--- config.mk ---
export PLATFORM = sky130hd
export DESIGN_NAME = ps2_host_tx
export DESIGN_NICKNAME = d
export VERILOG_FILES = /design/src/rtl/ps2_host_tx.sv
export SDC_FILE = /design/constraint.sdc
export NUM_CORES = 1
export LEC_CHECK = 0
export ABC_CLOCK_PERIOD_IN_PS = 3200
export CORE_UTILIZATION = 42
export CTS_CLUSTER_SIZE = 24
export DETAILED_ROUTE_END_ITERATION = 10
export DONT_BUFFER_PORTS = 1
export PLACE_DENSITY_LB_ADDON = 0.3
export SLEW_MARGIN = 30
export SYNTH_ARGS = -nofsm -noshare
export SYNTH_HDL_FRONTEND = slang
export SYNTH_SLANG_ARGS = --single-unit
--- constraint.sdc ---
create_clock -name clk -period 3.2 [get_ports clk]
set_input_delay 0.64 -clock clk [delete_from_list [all_inputs] [get_ports clk]]
set_output_delay 0.64 -clock clk [all_outputs]
set_load 0.02 [all_outputs]
--- src/rtl/ps2_host_tx.sv ---
// PS/2 host-to-device transmitter: inhibits the bus, issues a start bit,
// shifts a byte plus odd parity and stop bit out on device clock edges,
// then checks the device acknowledge and waits for the bus to go idle.
module ps2_host_tx #(
  parameter int INHIBIT_CYCLES = 12000,
  parameter int TIMEOUT_CYCLES = 2000000
) (
  input  logic       clk,
  input  logic       rst,
  input  logic       tx_valid,
  input  logic [7:0] tx_data,
  output logic       tx_ready,
  output logic       tx_done,
  output logic       tx_error,
  input  logic       ps2_clk_in,
  input  logic       ps2_data_in,
  output logic       ps2_clk_oe,
  output logic       ps2_data_oe
);

  localparam int INH_W = $clog2(INHIBIT_CYCLES + 1);
  localparam int TMO_W = $clog2(TIMEOUT_CYCLES + 1);
  localparam logic [INH_W-1:0] INH_LAST = INH_W'(INHIBIT_CYCLES - 1);
  localparam logic [TMO_W-1:0] TMO_LAST = TMO_W'(TIMEOUT_CYCLES - 1);

  typedef enum logic [2:0] {
    IDLE,
    INHIBIT,
    START,
    BITS,
    ACK_WAIT,
    RELEASE_WAIT
  } state_t;

  state_t           state, state_nxt;
  logic [INH_W-1:0] inh_cnt, inh_cnt_nxt;
  logic [TMO_W-1:0] tmo_cnt, tmo_cnt_nxt;
  logic [3:0]       bit_idx, bit_idx_nxt;
  logic             clk_oe_q, clk_oe_nxt;
  logic             data_oe_q, data_oe_nxt;
  logic             done_q, done_nxt;
  logic             err_q, err_nxt;
  logic             load_byte;

  logic [7:0]       byte_q;
  logic             parity_q;

  logic             ps2_clk_p0, ps2_clk_p1, ps2_clk_p2;
  logic             ps2_data_p0, ps2_data_p1;
  logic             clk_fall;

  function automatic logic odd_parity(input logic [7:0] b);
    return ~^b;
  endfunction

  // Two-flop synchronizers plus one history flop for falling-edge detect;
  // reset to the idle (high) level so no false edge follows reset.
  always_ff @(posedge clk or posedge rst) begin
    if (rst) begin
      ps2_clk_p0  <= 1'b1;
      ps2_clk_p1  <= 1'b1;
      ps2_clk_p2  <= 1'b1;
      ps2_data_p0 <= 1'b1;
      ps2_data_p1 <= 1'b1;
    end else begin
      ps2_clk_p0  <= ps2_clk_in;
      ps2_clk_p1  <= ps2_clk_p0;
      ps2_clk_p2  <= ps2_clk_p1;
      ps2_data_p0 <= ps2_data_in;
      ps2_data_p1 <= ps2_data_p0;
    end
  end

  assign clk_fall = ps2_clk_p2 & ~ps2_clk_p1;

  // Byte and parity are plain data: captured on acceptance, never reset.
  always_ff @(posedge clk) begin
    if (load_byte) begin
      byte_q   <= tx_data;
      parity_q <= odd_parity(tx_data);
    end
  end

  // State, counters and registered line drivers / status pulses.
  always_ff @(posedge clk or posedge rst) begin
    if (rst) begin
      state     <= IDLE;
      inh_cnt   <= '0;
      tmo_cnt   <= '0;
      bit_idx   <= '0;
      clk_oe_q  <= 1'b0;
      data_oe_q <= 1'b0;
      done_q    <= 1'b0;
      err_q     <= 1'b0;
    end else begin
      state     <= state_nxt;
      inh_cnt   <= inh_cnt_nxt;
      tmo_cnt   <= tmo_cnt_nxt;
      bit_idx   <= bit_idx_nxt;
      clk_oe_q  <= clk_oe_nxt;
      data_oe_q <= data_oe_nxt;
      done_q    <= done_nxt;
      err_q     <= err_nxt;
    end
  end

  // Next-state, counter and line-driver decisions for the frame sequence.
  always_comb begin
    state_nxt   = state;
    inh_cnt_nxt = inh_cnt;
    tmo_cnt_nxt = tmo_cnt;
    bit_idx_nxt = bit_idx;
    clk_oe_nxt  = clk_oe_q;
    data_oe_nxt = data_oe_q;
    done_nxt    = 1'b0;
    err_nxt     = 1'b0;
    load_byte   = 1'b0;
    case (state)
      IDLE: begin
        clk_oe_nxt  = 1'b0;
        data_oe_nxt = 1'b0;
        inh_cnt_nxt = '0;
        tmo_cnt_nxt = '0;
        bit_idx_nxt = '0;
        if (tx_valid) begin
          load_byte  = 1'b1;
          clk_oe_nxt = 1'b1;
          state_nxt  = INHIBIT;
        end
      end
      INHIBIT: begin
        if (inh_cnt == INH_LAST) begin
          inh_cnt_nxt = '0;
          data_oe_nxt = 1'b1;
          state_nxt   = START;
        end else begin
          inh_cnt_nxt = inh_cnt + INH_W'(1);
        end
      end
      START: begin
        // Releasing the clock hands bus timing to the device.
        clk_oe_nxt  = 1'b0;
        bit_idx_nxt = '0;
        tmo_cnt_nxt = '0;
        state_nxt   = BITS;
      end
      BITS, ACK_WAIT, RELEASE_WAIT: begin
        tmo_cnt_nxt = tmo_cnt + TMO_W'(1);
        if (tmo_cnt == TMO_LAST) begin
          // Timeout wins over any edge seen in the same cycle.
          clk_oe_nxt  = 1'b0;
          data_oe_nxt = 1'b0;
          err_nxt     = 1'b1;
          tmo_cnt_nxt = '0;
          state_nxt   = IDLE;
        end else if (state == BITS) begin
          if (clk_fall) begin
            bit_idx_nxt = bit_idx + 4'd1;
            if (bit_idx < 4'd8) begin
              data_oe_nxt = ~byte_q[bit_idx[2:0]];
            end else if (bit_idx == 4'd8) begin
              data_oe_nxt = ~parity_q;
            end else begin
              data_oe_nxt = 1'b0;
              state_nxt   = ACK_WAIT;
            end
          end
        end else if (state == ACK_WAIT) begin
          if (clk_fall) begin
            if (!ps2_data_p1) begin
              state_nxt = RELEASE_WAIT;
            end else begin
              err_nxt   = 1'b1;
              state_nxt = IDLE;
            end
          end
        end else begin
          if (ps2_clk_p1 && ps2_data_p1) begin
            done_nxt  = 1'b1;
            state_nxt = IDLE;
          end
        end
      end
      default: begin
        clk_oe_nxt  = 1'b0;
        data_oe_nxt = 1'b0;
        state_nxt   = IDLE;
      end
    endcase
  end

  assign tx_ready    = (state == IDLE);
  assign tx_done     = done_q;
  assign tx_error    = err_q;
  assign ps2_clk_oe  = clk_oe_q;
  assign ps2_data_oe = data_oe_q;

endmodule

==> results.cfg <==
[global_routing]
grtUsageTotal_pct = 17.5
grt_max_degree = 34
grt_pass1_wl_um = 11400
grt.overflow.total = 0
antenna_found_initial = 0
first_global_vias = 2396

[floorplanning]
core_um2 = 7410
dieArea_um2 = 8200
rows = 31
die_x_um = 90.5
start_util_pct = 44.4
die_h_um = 90.5
io_pins = 18

[hold_path]
hp-class = in2reg
hold_start = ps2_clk_in
worstHoldPathCells = 0
hold_end = ps2_clk_p0$_DFF_PP1_

[clock_network]
cts-root-buf = clkbuf_8
clock_latency_ps = 340
cts-buffers-inserted = 9
clockBufferDepth = 2
hold_buffers = 0
ctsHtreeMaxLevel = 3
cts_resized = 0
cts.sinks = 60
cts_tree = yes
clk_pin_slew_ps = 80
postCtsSetupRepairBufs = 0

[setup_path]
r2r_slack_ps = 650
r2r_start = inh_cnt[5]$_DFFE_PP0P_
crit_chain = or4b_1 -> nor4_2 -> or2_0 -> o21ai_0 -> a22o_1
worst_setup_path_end_kind = flop
crit_required_ps = 3430
startpoint_type = flop
path_max_fanout = 16
cp.arrival_ps = 2780
crit_path_top_delay_cell = or2_0
r2r_cells = 5
max_stage_delay_ps = 670
crit_type = reg2reg
worst_r2r_endpoint = inh_cnt[5]$_DFFE_PP0P_

[synth]
synth_seq_cells = 60
synthMuxAreaShare_pct = 2.89
yosysSeqAreaShare_pct = 47.2
synth.most_common_cell = dfrtp_1
synth_top_area_share_pct = 35.0
synthSimpleGateAreaFrac_pct = 23.4
synth_top_family_by_area = simple AND/OR/NAND/NOR gates
synth_compound_area_share_pct = 18.5
yosysWarnings = 0
synth_fa_ha_area_share_pct = 1.52
synth_enable_flop_cells = 9
synth_xor_area_share_pct = 2.13
synthCells = 349
synth_largest_area_cell = dfrtp_1
synth_area_leaders = dfrtp_1 35%, edfxtp_1 8.2%, dfstp_2 4.0%, nand2_1 3.9%, o21ai_0 3.8%
syn_avg_cell_area_um2 = 9.43
syn-num-nets = 366
synthFlopType = dfrtp_1
syn_area_um2 = 3290
ys_types = 58
yosys-top-cells-count = 46 x dfrtp_1, 34 x nand2_1, 29 x nor2_1
ys_async_sr_fraction_pct = 85.0

[power_and_ir_drop]
power_density_nw_per_um2 = 402
peakVddDrop_v = 0.000265
leakage_nw = 1.36

[routing]
drcViolationCount = 0
vias_per_cell = 5.82
routed_wl_um = 6760
wire_per_inst_um = 15.0
drt_pass1_iterations = 4
first_iter_violations = 236
ant_nets = 0
vias = 2631

[placement]
place_congestion = 0.835
port_buffers = 0
dp_cells = 436
place_hpwl_um = 4540

[final_layout]
layout-area-overhead-vs-synth_pct = 7.60
layout.nets = 365
drive_gt1_share_pct = 11.6
antenna_cells = 0
final_cells = 452
fillCellCount = 681

[timing]
fin_tns_setup_ps = 0
final_hold_viol_count = 0
clock_skew_ps = 7.90
fmax_mhz = 393
tightest_slew_ps = 810
report.final.slew_viol_count = 0
relSlewSlack_pct = 45.8
fin_crit_sh_pct = 79.6
fin_crit_ps = 2550
rsz0062_at_grt = false
final-setup-viol-count = 0

[outcome]
status = completed

[run]
maxCapViolations = 0
[cells by family (layout without fill, tap and decap cells)]
kind of cell | Yosys count | after routing
mux | 7 | 7
xor+xnor | 8 | 8
fa+ha+maj | 4 | 4
buf+inv | 31 | 35
simple gates | 145 | 145
flops | 60 | 60
compound gates | 94 | 94
[worst max path at each step]
stage | startpoint | to | slack, ps | cells past startpoint
floorplan | tmo_cnt[8]$_DFFE_PP0P_ | state[2]$_DFFE_PP0P_ | 1070 | 6
global placement | inh_cnt[5]$_DFFE_PP0P_ | inh_cnt[5]$_DFFE_PP0P_ | 720 | 5
detailed placement | inh_cnt[5]$_DFFE_PP0P_ | inh_cnt[5]$_DFFE_PP0P_ | 670 | 5
CTS | inh_cnt[5]$_DFFE_PP0P_ | inh_cnt[5]$_DFFE_PP0P_ | 650 | 5
global route | inh_cnt[5]$_DFFE_PP0P_ | inh_cnt[5]$_DFFE_PP0P_ | 520 | 5
finish | inh_cnt[5]$_DFFE_PP0P_ | inh_cnt[5]$_DFFE_PP0P_ | 650 | 5
[metrics by stage]
stage	setup WS, ps	total power, W	hold WS [ps]	instance area (µm²)	util (%)
after detailed placement	668	0.000831	347	3370	45.5
after CTS	648	0.00145	267	3540	47.8
after global routing	521	0.00148	262	3540	47.8
after global placement	718	0.000830	347	3360	45.4
final	654	0.00143	292	3540	47.8
after floorplan	1070	0.000824	345	3290	-
[per-layer routing]
layer	wire length [µm]	GRT usage [%]	share of wire, %
met1	3190	22.9	47
met2	3210	27.4	48
met3	256	4.80	3.8
met4	99	6.72	1.5
met5	0	0	0
[critical path: cells and delay by family (launching register included)]
kind | cells | cell delay, ps
compound gates | 2 | 460
simple gates | 3 | 1510
flops | 1 | 470
[state kept, by name, indices dropped and copies added (netlist names)]
signal       flops
ps2_data_p0      1
tmo_cnt         21
ps2_clk_oe       1
ps2_data_oe      1
byte_q           8
tx_error         1
inh_cnt         14
bit_idx          4
ps2_clk_p2       1
ps2_data_p1      1
state            3
parity_q         1
tx_done          1
ps2_clk_p1       1
ps2_clk_p0       1
[layout by cell type (no fill, tap or decap), types with 4 or more instances in the layout]
master	count
clkbuf_8	9
and2_1	4
dfrtp_1	46
a22o_1	5
mux2i_1	5
inv_1	13
a21o_1	4
dfstp_2	5
nand4_1	9
nand2_1	34
ha_1	4
nand2b_1	6
nand3_1	17
edfxtp_1	9
a21oi_1	23
xnor2_1	8
nor2_1	29
a31oi_1	10
nor4_1	5
o21ai_0	25
nor3_1	10
or3_1	9
buf_4	5
[where the power goes]
part,total (W),leakage (nW),internal (W),switching (W)
clock network,0.000611,0.0820,0.000283,0.000328
registers,0.000783,0.757,0.000781,0.00000230
logic,0.0000313,0.523,0.0000115,0.0000198
total,0.00143,1.36,0.00108,0.000350
[final cells by class]
| class | count | area, µm² | share of cell area [%] |
|---|---|---|---|
| multi-input combinational | 258 | 1600 | 45.2 |
| tap | 99 | 124 | 3.50 |
| clock buffer | 9 | 124 | 3.50 |
| inverter | 14 | 52.6 | 1.48 |
| clock inverter | 7 | 50.0 | 1.41 |
| timing repair buffer | 5 | 37.5 | 1.06 |
| sequential | 60 | 1550 | 43.8 |
Power figures use the tool's default switching activity.
